File: src/rtl/divider_pkg.sv
// Shared divider definitions: ALU op codes, FSM state encodings, widths and
// the result payload layout used by the divider and its consumers.
package divider_pkg;

  localparam int unsigned DATA_W = 32;
  localparam int unsigned WORK_W = 2 * DATA_W + 1;
  localparam int unsigned CNT_W  = 6;
  localparam int unsigned ALU_W  = 8;

  // Execute-stage ALU control codes that launch a divide
  localparam logic [ALU_W-1:0] EXE_DIV_OP  = 8'b0001_1010;
  localparam logic [ALU_W-1:0] EXE_DIVU_OP = 8'b0001_1011;

  // Divider FSM state encodings
  typedef enum logic [1:0] {
    DIV_IDLE    = 2'b00,
    DIV_DIVZERO = 2'b01,
    DIV_ON      = 2'b10,
    DIV_END     = 2'b11
  } div_state_e;

  // Result payload: remainder goes to HI, quotient to LO
  typedef struct packed {
    logic [DATA_W-1:0] rem;
    logic [DATA_W-1:0] quo;
  } div_result_t;

endpackage

File: src/rtl/divider.sv
// Multi-cycle 32-bit signed/unsigned restoring divider for the execute stage.
// One shift-subtract step per cycle over 32 cycles; divide-by-zero takes a
// short path that returns zero. Define DIV_ANNUL_EN to let a pipeline flush
// (annul) cancel an operation in flight; by default annul is ignored.
module divider
  import divider_pkg::*;
(
  input  logic                clk,
  input  logic                resetn,
  input  logic [ALU_W-1:0]    alucontrol,
  input  logic                start,
  input  logic [DATA_W-1:0]   a,
  input  logic [DATA_W-1:0]   b,
  input  logic                annul,
  output logic [2*DATA_W-1:0] result,
  output logic                ready,
  output logic                busy
);

  div_state_e          state_q, state_d;
  logic [CNT_W-1:0]    cnt_q, cnt_d;
  logic [WORK_W-1:0]   work_q, work_d;
  logic [DATA_W-1:0]   divisor_q, divisor_d;
  logic                neg_quo_q, neg_quo_d;
  logic                neg_rem_q, neg_rem_d;
  div_result_t         result_q, result_d;
  logic                ready_q, ready_d;
  logic                busy_q, busy_d;

  logic                annul_hit;
  logic                op_valid;
  logic                is_signed;
  logic [DATA_W-1:0]   abs_a;
  logic [DATA_W-1:0]   abs_b;
  logic [WORK_W-1:0]   work_sh;
  logic [DATA_W+1:0]   diff;
  logic [DATA_W-1:0]   quo_raw;
  logic [DATA_W-1:0]   rem_raw;
  logic [DATA_W-1:0]   quo_fix;
  logic [DATA_W-1:0]   rem_fix;

`ifdef DIV_ANNUL_EN
  assign annul_hit = annul;
`else
  logic unused_annul;
  assign unused_annul = annul;
  assign annul_hit    = 1'b0;
`endif

  // Operand decode and magnitude extraction for signed divides
  assign op_valid  = start && ((alucontrol == EXE_DIV_OP) || (alucontrol == EXE_DIVU_OP));
  assign is_signed = (alucontrol == EXE_DIV_OP);
  assign abs_a     = (is_signed && a[DATA_W-1]) ? (~a) + DATA_W'(1) : a;
  assign abs_b     = (is_signed && b[DATA_W-1]) ? (~b) + DATA_W'(1) : b;

  // One restoring step: shift left, trial-subtract divisor from upper half
  assign work_sh = work_q << 1;
  assign diff    = {1'b0, work_sh[WORK_W-1:DATA_W]} - {2'b00, divisor_q};

  // Sign fix-up of the final quotient and remainder
  assign quo_raw = work_q[DATA_W-1:0];
  assign rem_raw = work_q[2*DATA_W-1:DATA_W];
  assign quo_fix = neg_quo_q ? (~quo_raw) + DATA_W'(1) : quo_raw;
  assign rem_fix = neg_rem_q ? (~rem_raw) + DATA_W'(1) : rem_raw;

  // Next-state, datapath and registered-output logic
  always_comb begin
    state_d   = state_q;
    cnt_d     = cnt_q;
    work_d    = work_q;
    divisor_d = divisor_q;
    neg_quo_d = neg_quo_q;
    neg_rem_d = neg_rem_q;
    result_d  = result_q;
    ready_d   = 1'b0;

    unique case (state_q)
      DIV_IDLE: begin
        if (op_valid && !annul_hit) begin
          work_d    = {(WORK_W-DATA_W)'(0), abs_a};
          divisor_d = abs_b;
          neg_quo_d = is_signed && (a[DATA_W-1] ^ b[DATA_W-1]);
          neg_rem_d = is_signed && a[DATA_W-1];
          cnt_d     = '0;
          state_d   = (b == '0) ? DIV_DIVZERO : DIV_ON;
        end
      end
      DIV_DIVZERO: begin
        work_d    = '0;
        neg_quo_d = 1'b0;
        neg_rem_d = 1'b0;
        state_d   = annul_hit ? DIV_IDLE : DIV_END;
      end
      DIV_ON: begin
        if (!diff[DATA_W+1]) begin
          work_d = {diff[DATA_W:0], work_sh[DATA_W-1:1], 1'b1};
        end else begin
          work_d = work_sh;
        end
        cnt_d = cnt_q + CNT_W'(1);
        if (annul_hit) begin
          state_d = DIV_IDLE;
        end else if (cnt_q == CNT_W'(DATA_W - 1)) begin
          state_d = DIV_END;
        end
      end
      DIV_END: begin
        result_d.rem = rem_fix;
        result_d.quo = quo_fix;
        ready_d      = 1'b1;
        state_d      = DIV_IDLE;
      end
      default: state_d = DIV_IDLE;
    endcase

    busy_d = (state_d == DIV_DIVZERO) || (state_d == DIV_ON);
  end

  // State and datapath registers with synchronous active-low reset
  always_ff @(posedge clk) begin
    if (!resetn) begin
      state_q   <= DIV_IDLE;
      cnt_q     <= '0;
      work_q    <= '0;
      divisor_q <= '0;
      neg_quo_q <= 1'b0;
      neg_rem_q <= 1'b0;
      result_q  <= '0;
      ready_q   <= 1'b0;
      busy_q    <= 1'b0;
    end else begin
      state_q   <= state_d;
      cnt_q     <= cnt_d;
      work_q    <= work_d;
      divisor_q <= divisor_d;
      neg_quo_q <= neg_quo_d;
      neg_rem_q <= neg_rem_d;
      result_q  <= result_d;
      ready_q   <= ready_d;
      busy_q    <= busy_d;
    end
  end

  assign result = result_q;
  assign ready  = ready_q;
  assign busy   = busy_q;

endmodule
File: config.mk
export PLATFORM = sky130hd
export DESIGN_NAME = divider
export DESIGN_NICKNAME = d
export VERILOG_FILES = /design/src/rtl/divider_pkg.sv /design/src/rtl/divider.sv
export SDC_FILE = /design/constraint.sdc
export NUM_CORES = 1
export LEC_CHECK = 0
export CAP_MARGIN = 10
export CORE_ASPECT_RATIO = 0.5
export CORE_MARGIN = 4
export CORE_UTILIZATION = 60
export DETAILED_ROUTE_END_ITERATION = 6
export PLACE_DENSITY = 0.95
export SKIP_CTS_REPAIR_TIMING = 1
export SLEW_MARGIN = 20
export SYNTH_ARGS = -nofsm -noshare
export SYNTH_HDL_FRONTEND = slang
export SYNTH_SLANG_ARGS = --single-unit
File: constraint.sdc
create_clock -name clk -period 5.45 [get_ports clk]
set_input_delay 0.545 -clock clk [delete_from_list [all_inputs] [get_ports clk]]
set_output_delay 0.545 -clock clk [all_outputs]
set_load 0.01 [all_outputs]
# Yosys cells after proc, flatten, opt, wreduce, memory -nomap -nowiden
# Index checks and enable logic that the tools add are counted.
dict set report word_totals {
  reg_bits 172
  elab_cells 63
  in_bits 76
}
dict set report classes {
  eq_ne 9
  bitwise_logic 5
  add_sub_neg 6
  mux 18
  n_reduce_logical 15
}
# cell count
set ops {}
lappend ops {{one-hot mux 64 bit (3 select lines)} 1}
lappend ops {{adder 32 x 1 -> 32 bit, second input constant} 4}
lappend ops {{2-to-1 mux 32 bit} 4}
lappend ops {{2-to-1 mux 64 bit} 2}
lappend ops {{NOT 32 bit} 4}
lappend ops {{subtractor 33 x 32 -> 34 bit} 1}
lappend ops {{zero test 32 bit} 1}
lappend ops {{== test 8 x 5 -> 1 bit, second input constant} 2}
lappend ops {{one-hot mux 6 bit (2 select lines)} 1}
lappend ops {{one-hot mux 2 bit (4 select lines)} 1}
lappend ops {{AND reduction 2 bit} 4}
lappend ops {{adder 6 x 1 -> 6 bit, second input constant} 1}
lappend ops {{== test 2 bit, second input constant} 3}
lappend ops {{== test 6 x 5 -> 1 bit, second input constant} 1}
lappend ops {{2-to-1 mux 2 bit} 3}
lappend ops {{2-to-1 mux 6 bit} 1}
lappend ops {{== test 2 x 1 -> 1 bit, second input constant} 2}
lappend ops {{logical AND 1 bit} 4}
lappend ops {{one-hot mux 1 bit (2 select lines)} 2}
lappend ops {{nonzero test 2 bit} 2}
lappend ops {{2-to-1 mux 1 bit} 3}
lappend ops {{nonzero test 3 bit} 1}
lappend ops {{zero test 2 bit} 1}
lappend ops {{logical OR 1 bit} 2}
lappend ops {{2 further kinds} 2}

# Longest topological paths before layout
# Gate-level depths: netlist of the first run.
dict set report logic_depth {
  depth_word 7
  ltp_mapped 13
}

# Worst setup path after synthesis of the first run
# Ideal clock, no wire load.
dict set report synth_path {
  kind {register to register}
  startpoint {reg work_q[38]}
  endpoint {reg result_q, in the netlist result[61]}
  path_stages_with_launch 9
  synth_period_minus_slack_ns 3.218
  slack_ns 2.232
  arrival_ns 3.133
  n_path_buf 0
  cell_sequence {dfxtp_1 -> or4_4 -> or4_4 -> or3_4 -> or4_4 -> or4_4 -> o41ai_2 -> xor2_1 -> a211oi_1}
}
dict set report synth_via {
  elab_chain_cells 3
}
# item line
set synth_lines {}
lappend synth_lines {{from (decl)} divider.sv:22} ;# logic [WORK_W-1:0] work_q, work_d;
lappend synth_lines {{from (signal assigned)} divider.sv:134} ;# work_q <= work_d;
lappend synth_lines {{NOT 32 bit} divider.sv:64} ;# assign rem_fix = neg_rem_q ? (~rem_raw) + DATA_W'(1) : rem_raw;
lappend synth_lines {{adder 32 x 1 -> 32 bit} divider.sv:64}
lappend synth_lines {{2-to-1 mux 32 bit} divider.sv:64}
lappend synth_lines {{to (signal assigned)} divider.sv:138} ;# result_q <= result_d;
lappend synth_lines {{to (decl)} divider.sv:26} ;# div_result_t result_q, result_d;
# No other way between the ends.
# A chain may end at the register's enable or synchronous reset.

# Final worst setup path of the first run
dict set report layout_path {
  startpoint {reg work_q[43]}
  endpoint {reg work_q[53]}
}
dict set report layout_via {
  elab_chain_cells 3
}
# item line
set layout_lines {}
lappend layout_lines {{subtractor 33 x 32 -> 34 bit} divider.sv:58} ;# assign diff = {1'b0, work_sh[WORK_W-1:DATA_W]} - {2'b00, divisor_q};
lappend layout_lines {{2-to-1 mux 64 bit} divider.sv:95} ;# if (!diff[DATA_W+1]) begin
lappend layout_lines {{one-hot mux 64 bit (3 select lines)} divider.sv:77} ;# unique case (state_q)
# No other way between the ends.

==> summary.txt, run 1 <==
Total GRT Usage - 0.2929
Multi-input logic area - 6798 um2
Syn nets - 1510
Setup crit start kind - flip-flop
Crit path max fanout - 27
CP required - 5.75 ns
First-pass GRT wire length - 49.34 mm
Routability cong. - 0.9320
Worst r2r path cells - 9
Min-delay src - divisor_q[31]$_SDFFE_PN0P_
PortBufs - 140
Setup TNS - 0 ns
Yosys cell types - 69
Static Leak - 0.004632 uW
Final setup viols - 0
Synthesized netlist cell count - 1391
Max Cap Viol - 0
Cell Int Power - 2524 uW
Post-synthesis mux area share - 0.006499
DRC - 2
Critical path class - flip-flop to flip-flop
Combinational share of power - 0.295
Area Overhead vs Synth - 19.13%
Layout Skew - 0.01063 ns
CTS tree - built
Antenna Nets Post-Route - 0
WP data arrival - 3.92 ns
1st-pass router iterations - 7
Simple-gate share of the synthesized area - 0.1980
Async S/R FF share, synth - 0
Area leader, netlist - dfxtp_1
Mean Syn Cell Area - 7.751 um2
Num CTS Buffers - 17
Prevailing post-synth register cell - dfxtp_1
Tcrit/Tclk final - 0.6630
Top post-synthesis cells by area - dfxtp_1, xor2_1, a211oi_1
Netlist Area Pre-Place - 10780 um2
Violations in the final reports - DRC
Vias - 10890
Synth warn - 0
Hold endpoint - divisor_q[31]$_SDFFE_PN0P_
Worst r2r dst - work_q[53]$_SDFFE_PN0P_
Clk Latency, worst-skew pair - 0.44 ns
Slew Viols, Final - 0
Synth cell count leaders - dfxtp_1, nor2_1, nand2_1
Routed vias/inst - 6.329
Avg WL per Cell - 17.75 um
Core Area - 17480 um2
Sequential share of power - 0.383
Antenna fix cells - 0
DIE AREA - 20310 um2
Clock-pin slew on the worst setup and hold paths - 0.07 ns
Switching Power - 1539 uW
Layout fillers - 1275
Compound-Gate Fraction of Synth Area - 0.2528
Initial Util - 0.6166
#FFs+latches synth - 172
Tmin final - 3.614 ns
Initial antenna violation count - 0
Sequential cell area - 3443 um2
Final Non-Filler Cells - 1720
Most common cell in the netlist - dfxtp_1
Slew HR - 0.2207
Nets - 1592
Outcome - complete, but fails checks
R2r startpoint - work_q[43]$_SDFFE_PN0P_
Seq/Total Area, Yosys - 0.3194
Final WL - 30.53 mm
Grt ovf - 0
Power share of the clock group - 0.322
Peak Freq - 276.7 MHz
Final hold violations - 0
1st-iter DRT viols - 1056
R2R setup slack - 1.84 ns
Ratio of cells with drive above 1 in the final layout - 0.04038
Post-DP HPWL - 21.64 mm
Dpl cells - 1687
Clk root buf - clkbuf_16
HP Class - flip-flop to flip-flop
Post-synth top area share - 0.3194
Slew @ Worst Pin - 1.167 ns
CTS H-Tree Depth - 4
Crit. End Element - flip-flop
CTS sink count - 172
Largest family of logic cells by synthesized area - compound AO/OA/AOI/OAI gates
VDD IR-drop max - 0.3788 mV
RSZ-0062 raised after global routing - false
Clock buffer depth - 2
Vias in the first global route - 10320
Hold WS - 0.4807 ns
Chip Width - 197.6 um
Largest net degree at the start of global routing - 130
Post-synth EDFFs - 0
Post-synthesis adder-cell area fraction - 0.05060
Placement Rows - 34
Switching Fraction - 0.3787
P per Cell Area - 316.3 nW/um2
Die height - 102.8 um
Worst Hold Path Cells - 2
Post-synthesis xor/xnor area fraction - 0.1210
# IOs - 142
-- worst max-delay path, cell delays in order, from the launching register on --
cell     delay [ns]
dfxtp_1        0.47
ha_1           0.36
a21oi_1        0.25
o21ai_0        0.20
or2_2          0.33
o21ai_0        0.54
o21ai_1        0.36
a21bo_2        0.48
nand2_1        0.32
o21ai_0        0.17
-- per-layer routing --
layer	up-vias	track usage	part of all wire
met3	105	0.04505	0.058
li1	5179	-	-
met1	5125	0.3640	0.42
met5	-	0	0
met4	0	0.1148	0.031
met2	477	0.5217	0.49
-- cells in the final DEF (no fill, tap or decap), types with 28 or more instances in the layout --
cell type and n:
nand2_1 118, nor2_1 153, xnor2_1 43, xor2_1 106
dfxtp_1 172, ha_1 41, clkdlybuf4s50_1 140, nor3_1 28
o21ai_0 114, o31ai_1 31, a211oi_1 80, nand3_1 72
a21oi_1 84, inv_1 52
-- state kept, by name (all words and copies together), names as in the netlist --
| name | flops |
|---|---|
| result | 64 |
| ready | 1 |
| divisor_q | 32 |
| state_q | 2 |
| work_q | 64 |
| cnt_q | 6 |
| neg_rem_q | 1 |
| neg_quo_q | 1 |
| busy | 1 |
-- final cells by class --
class | count | share of cell area
Tap cell | 234 | 0.02280
Timing Repair Buffer | 150 | 0.1159
Sequential cell | 172 | 0.2681
Clock buffer | 19 | 0.03449
Clock inverter | 13 | 0.01383
Inverter | 53 | 0.01559
Multi-Input combinational cell | 1079 | 0.5293
-- per-stage QoR --
step / util / area [um2] / setup WS (ns) / total power, uW
2_1_floorplan: - / 10780 / 2.232 / 2349
5_1_grt: 0.7346 / 12840 / 1.605 / 4248
3_5_place_dp: 0.6979 / 12200 / 1.573 / 2708
6_report: 0.7346 / 12840 / 1.836 / 4063
3_3_place_gp: 0.6979 / 12200 / 1.669 / 2632
4_1_cts: 0.7334 / 12820 / 1.940 / 4019
-- logic make-up (layout without fill, tap and decap cells) --
family | after synthesis | in the layout
mux | 7 | 7
buf+inv | 140 | 235
simple gates | 459 | 459
compound gates | 421 | 421
flops | 172 | 172
fa+ha+maj | 43 | 43
xor+xnor | 149 | 149
-- power by group through the flow --
stage	clock [uW]	combinational, uW	sequential (uW)
after floorplan	0	848	1500
after global placement	0	1070	1560
after detailed placement	0	1140	1570
after CTS	1310	1170	1540
after global routing	1350	1330	1560
final	1310	1200	1560
-- worst max-delay path by stage --
stage	startpoint	endpoint	slack, ns	depth (start not counted)
2_1_floorplan	work_q[38]$_SDFFE_PN0P_	result[61]$_SDFFE_PN0P_	2.23	8
6_report	work_q[43]$_SDFFE_PN0P_	work_q[53]$_SDFFE_PN0P_	1.84	9
4_1_cts	work_q[38]$_SDFFE_PN0P_	result[61]$_SDFFE_PN0P_	1.94	8
3_5_place_dp	alucontrol[5]	work_q[46]$_SDFFE_PN0P_	1.57	9
3_3_place_gp	alucontrol[5]	work_q[34]$_SDFFE_PN0P_	1.67	9
5_1_grt	work_q[31]$_SDFFE_PN0P_	work_q[60]$_SDFFE_PN0P_	1.61	12
(Power assumes the default switching activity.)
==> run 2, diff against run 1 <==
--- a/config.mk
+++ b/config.mk
@@ -8,9 +8,9 @@
 export CAP_MARGIN = 10
 export CORE_ASPECT_RATIO = 0.5
 export CORE_MARGIN = 4
-export CORE_UTILIZATION = 60
+export CORE_UTILIZATION = 56
 export DETAILED_ROUTE_END_ITERATION = 6
-export PLACE_DENSITY = 0.95
+export PLACE_DENSITY = 0.91
 export SKIP_CTS_REPAIR_TIMING = 1
 export SLEW_MARGIN = 20
 export SYNTH_ARGS = -nofsm -noshare
==> constraint.sdc (replaced) <==
create_clock -name clk -period 3.75 [get_ports clk]
set_input_delay 0.375 -clock clk [delete_from_list [all_inputs] [get_ports clk]]
set_output_delay 0.375 -clock clk [all_outputs]
set_load 0.01 [all_outputs]
==> run 2 against run 1 <==
The flow now finishes without violations. Sequential cell count unchanged. Clock skew increased by 0.0013 ns. Sequential share of layout area down 0.22 points. Routed wire length shrank 0.36%.
==> summary.txt, run 2 (synthesis results as in run 1) <==
Multi-input logic area - 6804 um2 (was 6798 um2)
Antenna Nets Post-Route - 0 (unchanged)
Slew Viols, Final - 0 (unchanged)
Initial antenna violation count - 0 (unchanged)
Layout Skew - 0.01196 ns (was 0.01063 ns)
Initial Util - 0.5779 (was 0.6166)
Most used cell, CP - or4_4 (was o21ai_0)
GR Layer Usage met3 - 0.04877 (was 0.04505)
Tmin final - 3.493 ns (was 3.614 ns)
CTS sink count - 172 (unchanged)
GRT busiest layer - met2 (unchanged)
Switching Power - 2207 uW (was 1539 uW)
Fin worst setup slack - 0.2572 ns (was 1.836 ns)
PortBufs - 140 (unchanged)
Clock buffer depth - 2 (unchanged)
# IOs - 142 (unchanged)
Avg WL per Cell - 17.28 um (was 17.75 um)
Worst Path Buf+Inv - 0 (unchanged)
Chip Width - 204.2 um (was 197.6 um)
Most common cell after layout, fill and taps aside - dfxtp_1 (unchanged)
Combinational share of power - 0.311 (was 0.295)
Clock-pin slew on the worst setup and hold paths - 0.07 ns (about the same)
Clk root buf - clkbuf_16 (unchanged)
Met1 Use GR - 0.3378 (was 0.3640)
Sequential cell area - 3443 um2 (unchanged)
Setup crit start kind - flip-flop (unchanged)
Num CTS Buffers - 17 (unchanged)
Ratio of cells with drive above 1 in the final layout - 0.04997 (was 0.04038)
Most frequent cells in the layout - dfxtp_1, nor2_1, clkdlybuf4s50_1, nand2_1, o21ai_0 (unchanged)
Outcome - finished clean (was complete, but fails checks)
Crit path max fanout - 7 (was 27)
Nets - 1607 (was 1592)
DRC - 0 (was 2)
P per Cell Area - 440.0 nW/um2 (was 316.3 nW/um2)
Layout fillers - 1424 (was 1275)
Tcrit/Tclk final - 0.9314 (was 0.6630)
CTS tree - built (unchanged)
Peak Freq - 286.3 MHz (was 276.7 MHz)
Routability cong. - 0.9172 (was 0.9320)
Slowest-stage cell, CP - or4_4 (was o21ai_0)
Slew @ Worst Pin - 1.127 ns (was 1.167 ns)
Grt ovf - 0 (unchanged)
Die height - 106.1 um (was 102.8 um)
Max Cap Viol - 0 (unchanged)
Crit. End Element - flip-flop (unchanged)
Placed inst area - 12390 um2 (was 12200 um2)
Setup TNS - 0 ns (unchanged)
Power share of the clock group - 0.293 (was 0.322)
Critical path class - flip-flop to flip-flop (unchanged)
Antenna fix cells - 0 (unchanged)
WP data arrival - 3.83 ns (was 3.92 ns)
1st-pass router iterations - 6 (was 7)
RSZ-0062 raised after global routing - false (unchanged)
Post-DP HPWL - 21.79 mm (was 21.64 mm)
Final setup viols - 0 (unchanged)
Vias in the first global route - 10470 (was 10320)
Cell Int Power - 3491 uW (was 2524 uW)
Clk Latency, worst-skew pair - 0.44 ns (about the same)
Post-layout util - 0.6941 (was 0.7346)
First-pass GRT wire length - 50.11 mm (was 49.34 mm)
Vias - 10950 (was 10890)
Core Area - 18660 um2 (was 17480 um2)
CP required - 4.08 ns (was 5.75 ns)
Dpl ws - 0.3055 ns (was 1.573 ns)
HP Class - flip-flop to flip-flop (unchanged)
Area Overhead vs Synth - 20.10% (was 19.13%)
GR Util met2 - 0.4864 (was 0.5217)
Largest net degree at the start of global routing - 128 (was 130)
1st-iter DRT viols - 1123 (was 1056)
Static Leak - 0.004684 uW (was 0.004632 uW)
Design area - 12950 um2 (was 12840 um2)
DIE AREA - 21670 um2 (was 20310 um2)
Slowest stage delay, CP - 0.58 ns (was 0.54 ns)
Final WL - 30.42 mm (was 30.53 mm)
Placement Rows - 35 (was 34)
Routed vias/inst - 6.220 (was 6.329)
Slew HR - 0.2480 (was 0.2207)
Total GRT Usage - 0.2743 (was 0.2929)
Sequential share of power - 0.395 (was 0.383)
Final hold violations - 0 (unchanged)
CP Cell Sequence - or4_4 -> or4_4 -> or3_4 -> or4_4 -> or4_4 -> o41ai_2 -> xor2_1 -> a211oi_1 (was ha_1 -> a21oi_1 -> o21ai_0 -> or2_2 -> o21ai_0 -> o21ai_1 -> a21bo_2 -> nand2_1 -> o21ai_0)
VDD IR-drop max - 0.4824 mV (was 0.3788 mV)
Switching Fraction - 0.3873 (was 0.3787)
Crit-path leading delay family - simple AND/OR/NAND/NOR gates (was compound AO/OA/AOI/OAI gates)
CTS H-Tree Depth - 4 (unchanged)
[run 2: worst paths after layout]
| path | endpoint | slack (ns) | startpoint | cells past startpoint |
|---|---|---|---|---|
| min reg2reg | divisor_q[31]$_SDFFE_PN0P_ | 0.46 | divisor_q[31]$_SDFFE_PN0P_ | 2 |
| max | result[61]$_SDFFE_PN0P_ | 0.26 | work_q[39]$_SDFFE_PN0P_ | 8 |
| max reg2reg | result[61]$_SDFFE_PN0P_ | 0.26 | work_q[39]$_SDFFE_PN0P_ | 8 |
| min | divisor_q[31]$_SDFFE_PN0P_ | 0.46 | divisor_q[31]$_SDFFE_PN0P_ | 2 |
[run 2: power groups by stage]
stage          logic (uW)  registers, uW  clock network, uW
2_1_floorplan        1230           2180                  0
3_3_place_gp         1580           2260                  0
3_5_place_dp         1670           2280                  0
4_1_cts              1740           2240               1660
5_1_grt              1950           2260               1760
6_report             1770           2250               1670
[run 2: layout make-up]
type                       instances  share of cell area
sequential                       172              0.2659
clock buffer                      21             0.03556
clock inverter                    11            0.006667
multi-input combinational       1079              0.5255
timing repair buffer             165              0.1259
inverter                          53             0.01546
tap                              259             0.02503
[run 2: tightest hold or removal path, stage by stage, from the launching register on]
cell     delay (ns)
dfxtp_1        0.31
nand2_1        0.05
a21oi_1        0.05
[run 2: metal layers]
layer  vias up  share of wire
met1      5188           0.42
met2       449           0.49
li1       5204              -
met4         0          0.031
met3       107          0.065
met5         -              0
[run 2: stage by stage]
| stage | cells | power (uW) | hold WS, ns |
|---|---|---|---|
| finish | 1760 | 5698 | 0.4597 |
| CTS | 1760 | 5640 | 0.4638 |
| floorplan | 1391 | 3414 | 0.4319 |
| global placement | 1728 | 3842 | 0.4450 |
| global route | 1760 | 5969 | 0.4877 |
| detailed placement | 1728 | 3945 | 0.4541 |
